`src/rtl/cpu_pkg.sv`:
```
// Shared CPU front-end definitions: fetch FSM states, PC increment and trap vectors.
package cpu_pkg;

    typedef enum logic [1:0] {
        S_IDLE = 2'd0,
        S_BUSY = 2'd1,
        S_DROP = 2'd2
    } fetch_state_e;

    localparam logic [31:0] PC_INC = 32'd4;
    localparam logic [31:0] ILLOP  = 32'h8000_0004;
    localparam logic [31:0] XADR   = 32'h8000_0008;

    // Bit 31 is the kernel bit: it is carried through untouched and never receives a carry.
    function automatic logic [31:0] pc_inc(input logic [31:0] p);
        return {p[31], p[30:0] + PC_INC[30:0]};
    endfunction

endpackage

```
`src/rtl/inst_fetch_if.sv`:
```
// Fetch-unit bus bundle: PC register loop, redirect, instruction memory and decode handshakes.
interface inst_fetch_if;
    logic [31:0] pc;
    logic [31:0] pc_in;
    logic        pc_wr;
    logic        redirect_valid;
    logic [31:0] redirect_pc;
    logic        imem_req;
    logic [31:0] imem_addr;
    logic        imem_ack;
    logic [31:0] imem_rdata;
    logic        id_valid;
    logic        id_ready;
    logic [31:0] id_inst;
    logic [31:0] id_pc_plus4;

    modport master (
        input  pc, redirect_valid, redirect_pc, imem_ack, imem_rdata, id_ready,
        output pc_in, pc_wr, imem_req, imem_addr, id_valid, id_inst, id_pc_plus4
    );

    modport slave (
        output pc, redirect_valid, redirect_pc, imem_ack, imem_rdata, id_ready,
        input  pc_in, pc_wr, imem_req, imem_addr, id_valid, id_inst, id_pc_plus4
    );
endinterface

```
`src/rtl/fetch_buf.sv`:
```
// Two-entry FIFO of {inst, pc_plus4} between fetch and decode; flush beats push and pop.
module fetch_buf
    import cpu_pkg::*;
#(
    parameter int DATA_W = 64,
    parameter int DEPTH  = 2
) (
    input  logic              clk,
    input  logic              reset,
    input  logic              push_i,
    input  logic              pop_i,
    input  logic              flush_i,
    input  logic [DATA_W-1:0] wdata_i,
    output logic [DATA_W-1:0] rdata_o,
    output logic              valid_o,
    output logic              full_o
);

    logic [1:0]        count_q, count_d;
    logic              wr_ptr_q, wr_ptr_d;
    logic              rd_ptr_q, rd_ptr_d;
    logic [DATA_W-1:0] mem_q [2];
    logic              do_push, do_pop;

    assign valid_o = (count_q != 2'd0);
    assign full_o  = (count_q == 2'(DEPTH));
    assign do_push = push_i & ~full_o & ~flush_i;
    assign do_pop  = pop_i & valid_o & ~flush_i;
    // Head reads as zero when empty so decode never sees stale storage.
    assign rdata_o = valid_o ? mem_q[rd_ptr_q] : '0;

    always_comb begin
        count_d  = count_q;
        wr_ptr_d = wr_ptr_q;
        rd_ptr_d = rd_ptr_q;
        if (flush_i) begin
            count_d  = 2'd0;
            wr_ptr_d = 1'b0;
            rd_ptr_d = 1'b0;
        end else begin
            if (do_push) wr_ptr_d = ~wr_ptr_q;
            if (do_pop)  rd_ptr_d = ~rd_ptr_q;
            if (do_push && !do_pop)      count_d = count_q + 2'd1;
            else if (do_pop && !do_push) count_d = count_q - 2'd1;
        end
    end

    always_ff @(posedge clk or negedge reset) begin
        if (!reset) begin
            count_q  <= 2'd0;
            wr_ptr_q <= 1'b0;
            rd_ptr_q <= 1'b0;
        end else begin
            count_q  <= count_d;
            wr_ptr_q <= wr_ptr_d;
            rd_ptr_q <= rd_ptr_d;
        end
    end

    always_ff @(posedge clk) begin
        if (do_push) mem_q[wr_ptr_q] <= wdata_i;
    end

endmodule

```
`src/rtl/inst_fetch.sv`:
```
// Instruction-fetch sequencer: closes the PC loop, drives imem req/ack, fills the decode buffer.
module inst_fetch
    import cpu_pkg::*;
#(
    parameter int BUF_DEPTH = 2
) (
    input  logic          clk,
    input  logic          reset,
    inst_fetch_if.master  bus
);

    fetch_state_e state_q, state_d;
    logic [31:0]  addr_q, addr_d;
    logic [31:0]  pc_plus4;
    logic         buf_full, buf_valid;
    logic         req, complete;
    logic [63:0]  buf_rdata;

    assign pc_plus4 = pc_inc(bus.pc);

    always_comb begin
        state_d   = state_q;
        addr_d    = addr_q;
        req       = 1'b0;
        bus.imem_addr = bus.pc;
        case (state_q)
            S_IDLE: begin
                req = ~buf_full & ~bus.redirect_valid;
                if (req && !bus.imem_ack) begin
                    state_d = S_BUSY;
                    addr_d  = bus.pc;
                end
            end
            S_BUSY: begin
                req           = 1'b1;
                bus.imem_addr = addr_q;
                if (bus.imem_ack)            state_d = S_IDLE;
                else if (bus.redirect_valid) state_d = S_DROP;
            end
            S_DROP: begin
                req           = 1'b1;
                bus.imem_addr = addr_q;
                if (bus.imem_ack) state_d = S_IDLE;
            end
            default: state_d = S_IDLE;
        endcase
    end

    // A drained ack in S_DROP belongs to a flushed fetch and never completes.
    assign complete = bus.imem_ack & req & ~bus.redirect_valid & (state_q != S_DROP);

    assign bus.imem_req = reset & req;
    assign bus.pc_wr    = reset & (bus.redirect_valid | complete);
    assign bus.pc_in    = bus.redirect_valid ? bus.redirect_pc : pc_plus4;

    always_ff @(posedge clk or negedge reset) begin
        if (!reset) begin
            state_q <= S_IDLE;
            addr_q  <= 32'd0;
        end else begin
            state_q <= state_d;
            addr_q  <= addr_d;
        end
    end

    fetch_buf #(
        .DATA_W (64),
        .DEPTH  (BUF_DEPTH)
    ) u_buf (
        .clk     (clk),
        .reset   (reset),
        .push_i  (complete),
        .pop_i   (bus.id_ready),
        .flush_i (bus.redirect_valid),
        .wdata_i ({bus.imem_rdata, pc_plus4}),
        .rdata_o (buf_rdata),
        .valid_o (buf_valid),
        .full_o  (buf_full)
    );

    assign bus.id_valid    = buf_valid;
    assign bus.id_inst     = buf_rdata[63:32];
    assign bus.id_pc_plus4 = buf_rdata[31:0];

endmodule

```
`src/flat_wrapper.sv`:
```
// flat-port wrapper written by rule: the top's interface ports become plain ports
module inst_fetch_flat import cpu_pkg::*;
#(
    parameter int BUF_DEPTH = 2
)
  (clk, reset, bus_pc, bus_redirect_valid, bus_redirect_pc, bus_imem_ack, bus_imem_rdata, bus_id_ready, bus_pc_in, bus_pc_wr, bus_imem_req, bus_imem_addr, bus_id_valid, bus_id_inst, bus_id_pc_plus4);
  inst_fetch_if bus_i ();
  input  logic clk;
  input  logic reset;
  input wire logic [$bits(bus_i.pc)-1:0] bus_pc;
  input wire logic [$bits(bus_i.redirect_valid)-1:0] bus_redirect_valid;
  input wire logic [$bits(bus_i.redirect_pc)-1:0] bus_redirect_pc;
  input wire logic [$bits(bus_i.imem_ack)-1:0] bus_imem_ack;
  input wire logic [$bits(bus_i.imem_rdata)-1:0] bus_imem_rdata;
  input wire logic [$bits(bus_i.id_ready)-1:0] bus_id_ready;
  output wire logic [$bits(bus_i.pc_in)-1:0] bus_pc_in;
  output wire logic [$bits(bus_i.pc_wr)-1:0] bus_pc_wr;
  output wire logic [$bits(bus_i.imem_req)-1:0] bus_imem_req;
  output wire logic [$bits(bus_i.imem_addr)-1:0] bus_imem_addr;
  output wire logic [$bits(bus_i.id_valid)-1:0] bus_id_valid;
  output wire logic [$bits(bus_i.id_inst)-1:0] bus_id_inst;
  output wire logic [$bits(bus_i.id_pc_plus4)-1:0] bus_id_pc_plus4;
  assign bus_i.pc = bus_pc;
  assign bus_i.redirect_valid = bus_redirect_valid;
  assign bus_i.redirect_pc = bus_redirect_pc;
  assign bus_i.imem_ack = bus_imem_ack;
  assign bus_i.imem_rdata = bus_imem_rdata;
  assign bus_i.id_ready = bus_id_ready;
  assign bus_pc_in = bus_i.pc_in;
  assign bus_pc_wr = bus_i.pc_wr;
  assign bus_imem_req = bus_i.imem_req;
  assign bus_imem_addr = bus_i.imem_addr;
  assign bus_id_valid = bus_i.id_valid;
  assign bus_id_inst = bus_i.id_inst;
  assign bus_id_pc_plus4 = bus_i.id_pc_plus4;
  inst_fetch #(.BUF_DEPTH(BUF_DEPTH)) u_core (.clk(clk), .reset(reset), .bus(bus_i));
endmodule
```
`config.mk`:
```
export PLATFORM = sky130hd
export DESIGN_NAME = inst_fetch_flat
export DESIGN_NICKNAME = d
export VERILOG_FILES = /design/src/rtl/cpu_pkg.sv /design/src/rtl/inst_fetch_if.sv /design/src/rtl/fetch_buf.sv /design/src/rtl/inst_fetch.sv /design/src/flat_wrapper.sv
export SDC_FILE = /design/constraint.sdc
export NUM_CORES = 1
export LEC_CHECK = 0
export BUFFER_PORTS_ARGS = -buffer_cell sky130_fd_sc_hd__buf_2
export CAP_MARGIN = 0
export CELL_PAD_IN_SITES_DETAIL_PLACEMENT = 0
export CELL_PAD_IN_SITES_GLOBAL_PLACEMENT = 1
export CORE_ASPECT_RATIO = 0.9
export CORE_MARGIN = 5
export CORE_UTILIZATION = 25
export DETAILED_ROUTE_END_ITERATION = 7
export GPL_ROUTABILITY_DRIVEN = 0
export PLACE_DENSITY_LB_ADDON = 0.1
export SETUP_SLACK_MARGIN = 0.4
export SLEW_MARGIN = 20
export SYNTH_ARGS = -nofsm -noshare
export SYNTH_HDL_FRONTEND = slang
export SYNTH_SLANG_ARGS = --single-unit
```
`constraint.sdc`:
```
create_clock -name clk -period 4.2 [get_ports clk]
set_input_delay 0.63 -clock clk [delete_from_list [all_inputs] [get_ports clk]]
set_output_delay 0.63 -clock clk [all_outputs]
set_load 0.02 [all_outputs]
```
==> summary.md <==
| Metric | Value |
|---|---|
| Result of the run | `completed` |
| Clk pin slew, worst setup/hold paths | `approximately 0.070 ns` |
| First-pass DRT Iterations | `5` |
| Setup repair after global routing missed its margin | `no` |
| Setup fix buffers added after clock tree synthesis | `0` |
| Pin count of the biggest net entering global routing | `64` |
| Effective utilization at floorplan | `between 20% and 30%` |
| Portion of the post-synthesis area used by sequential elements | `about three fifths` |
| Overall Global Routing Usage | `about 14%` |
| Vias | `around 5800` |
| Per-cell routed wire length | `around 20 microns` |
| Clk sink count | `about 170` |
| Top FF cell, synth | `sky130_fd_sc_hd__edfxtp_1` |
| Max-Slew Margin vs Limit | `37.3%` |
| Number of pins exceeding their max-slew limit in the final report | `0` |
| Total congestion overflow | `0` |
| Setup-failing EPs final | `0` |
| Worst reg2reg startpoint | `u_core.state_q[0]` |
| Arrival @ worst endpoint | `2.62 ns` |
| Via-to-Cell Ratio | `roughly 4.5` |
| Synth area leader | `sky130_fd_sc_hd__edfxtp_1` |
| List of most frequent post-synthesis cells | `128 x sky130_fd_sc_hd__edfxtp_1, 80 x sky130_fd_sc_hd__nor2_1, 70 x sky130_fd_sc_hd__mux2_2, 65 x sky130_fd_sc_hd__mux2i_1, 44 x sky130_fd_sc_hd__nand2_1` |
| Worst Path Required | `3.57 ns` |
| Worst setup path category | `in2out` |
| Post-synth cell types | `57` |
| Final routed wirelength across all metal layers | `approximately 25000 microns` |
| Min Clock Period, post-route | `between 3 and 4 ns` |
| Ant. Diodes | `0` |
| Number of synthesis warnings | `0` |
| Number of global-route vias before repair | `a little over 6000` |
| Area share of the largest cell type after synthesis | `47.9%` |
| Count of hold-fix buffers inserted at cts | `0` |
| Post-synthesis instance area | `about 8000 sq um` |
| Post-detailed-placement half-perimeter wirelength | `18300 microns` |
| Drc violations | `0` |
| Slew at the pin closest to its max-slew limit | `about 0.94 ns` |
| Number of levels in the clock H-tree | `4` |
| Post-route clock period utilization | `just under 80%` |
| Synth-to-layout area growth | `27.7%` |
| Max VDD drop | `about 0.00028 V` |
| Post-synthesis register bit count | `166` |
| Average cell area after synthesis | `about 13 sq um` |
| Net count of the finished layout | `950` |
| P per Cell Area | `approximately 570 nW/um^2` |
| Endpoint type of the worst setup path | `output port` |
| Root Buffer | `sky130_fd_sc_hd__clkbuf_16` |
| Clock Skews | `0.0119 ns` |
| Fraction of registers with async set/reset | `around 23%` |
| Clock tree from TritonCTS | `done` |
| PostCTS Resize Cnt | `0` |
| Number of buffers inserted during clock tree synthesis | `17` |
| Drt initial violations | `approximately 180` |
| Floorplan die area | `35800 sq um` |
| Count of standard-cell rows | `62` |
| Main area contributors after synthesis | `sky130_fd_sc_hd__edfxtp_1 48%, sky130_fd_sc_hd__dfrtp_1 12%, sky130_fd_sc_hd__mux2_2 9.8%` |
| Wire length of the first global-routing pass | `between 30000 and 40000 microns` |
| Antenna violations before repair | `3` |
| Kind of launch point of the worst setup path | `input pin` |
| FMAX | `a little over 300 MHz` |
| Number of hold violations in the final report | `0` |
| End-of-flow core utilization | `about 32%` |
| Max Cap Violations | `0` |
| Fraction of final layout cells with drive strength greater than 1 | `42.5%` |
| Crit Path Max Fanout | `10` |
| Post-Place Setup Slack | `just over 0.9 ns` |
| I/O Pins | `232` |
| Core Region | `between 30000 and 40000 sq um` |
| Crit. Startpoint | `bus_pc[2]` |
| Post-synth EDFFs | `128` |
| Worst Setup Slack, final | `0.947 ns` |
| Type of the worst min-delay path | `in2async` |
| Die span in x | `199 microns` |
| Lkg Pwr | `a little over 4 nW` |
| Setup TNS | `0 ns` |
| Quantity of I/O buffers inserted on ports | `~230` |
| Cell count after synthesis | `621` |
| Clock network latency to the later pin of the worst-skew pair | `around 0.43 ns` |
| Number of buffers on the longest clock path | `2` |
| Antenna-violating nets left | `0` |
| Library cell with the highest instance count after synthesis | `sky130_fd_sc_hd__edfxtp_1` |
| Number of nets produced by synthesis | `727` |
| Vert. Die Dim | `180 microns` |
-- cell families (layout without fill, tap and decap cells) --
family,count (synthesis),after routing,share of synthesized area [%]
buffers and inverters,53,289,2.83
AND/OR/NAND/NOR,189,189,11.8
XOR/XNOR,22,22,2.40
multiplexers,135,135,17.9
flip-flops,166,166,59.7
adder cells (fa/ha/maj),5,5,0.779
AO/OA/AOI/OAI,51,51,4.58
-- path summary, 6_finish.rpt --
path	cells after the start	slack, ns	endpoint
worst min register to register	1	0.50	u_core.addr_q[12]
worst max register to register	6	1.29	u_core.u_buf.mem_q[1][43]
worst min-delay path	1	0.09	u_core.state_q[0]
max in group asynchronous	2	3.34	u_core.u_buf.rd_ptr_q
min in group clk	1	0.39	u_core.u_buf.mem_q[0][48]
worst max-delay path	7	0.95	bus_pc_in[22]
-- worst max-delay path, cell delays in order --
cell                      delay (ns)
sky130_fd_sc_hd__buf_2          0.14
sky130_fd_sc_hd__ha_1           0.27
sky130_fd_sc_hd__nand4_4        0.15
sky130_fd_sc_hd__nor4_4         0.75
sky130_fd_sc_hd__a21oi_1        0.17
sky130_fd_sc_hd__o31a_1         0.33
sky130_fd_sc_hd__buf_2          0.16
-- stage by stage --
stage,instance area (sq um),hold slack [ns],power [W],std cells
after floorplan,8040,0.334,0.00358,621
after global placement,9670,0.483,0.00431,1241
after detailed placement,9670,0.487,0.00433,1241
after CTS,10300,0.0717,0.00593,1273
after global routing,10300,0.0877,0.00615,1273
final,10300,0.0871,0.00582,1273
-- report_power, final --
| group | internal, W | switching [W] | total [W] |
|---|---|---|---|
| sequential | 0.00211 | 0.000154 | 0.00227 |
| combinational | 0.000753 | 0.00122 | 0.00197 |
| clock | 0.000850 | 0.000725 | 0.00158 |
-- layout by cell type (no fill, tap or decap), types with 6 or more instances in the layout --
cell | synthesis | final
sky130_fd_sc_hd__nand3_1 | 16 | 16
sky130_fd_sc_hd__o21ai_0 | 14 | 14
sky130_fd_sc_hd__nand2_1 | 44 | 43
sky130_fd_sc_hd__inv_1 | 15 | 15
sky130_fd_sc_hd__nand4_1 | 9 | 9
sky130_fd_sc_hd__dfrtp_1 | 38 | 37
sky130_fd_sc_hd__clkbuf_16 | 0 | 17
sky130_fd_sc_hd__buf_2 | 14 | 231
sky130_fd_sc_hd__xnor2_1 | 17 | 17
sky130_fd_sc_hd__o211ai_1 | 6 | 6
sky130_fd_sc_hd__mux2i_1 | 65 | 65
sky130_fd_sc_hd__mux2_2 | 70 | 70
sky130_fd_sc_hd__nor2_1 | 80 | 78
sky130_fd_sc_hd__edfxtp_1 | 128 | 128
sky130_fd_sc_hd__a31oi_1 | 6 | 6
sky130_fd_sc_hd__buf_4 | 3 | 8
-- state kept, by name, summed over array words and instances (netlist names) --
signal,count
u_core.u_buf.rd_ptr_q,1
u_core.u_buf.count_q,2
u_core.addr_q,32
u_core.u_buf.wr_ptr_q,1
u_core.state_q,2
u_core.u_buf.mem_q,128
-- per-layer routing --
metal / vias up / global-route usage (%) / part of all wire, %
met5: - / 0 / 0.16
met4: 6 / 3.61 / 1.3
met3: 27 / 3.85 / 5.5
met2: 147 / 23.1 / 48
met1: 2846 / 18.5 / 45
li1: 2734 / - / -
-- final cells by class --
class                   count  area [sq um]
repair buffers            241          1260
clock buffers              18           429
well taps                 416           520
clock inverters            14           160
flip-flops and latches    166          4800
fillers                  3278         21500
inverters                  16          60.1
multi-input cells         402          3040
Power figures use the tool's default switching activity.
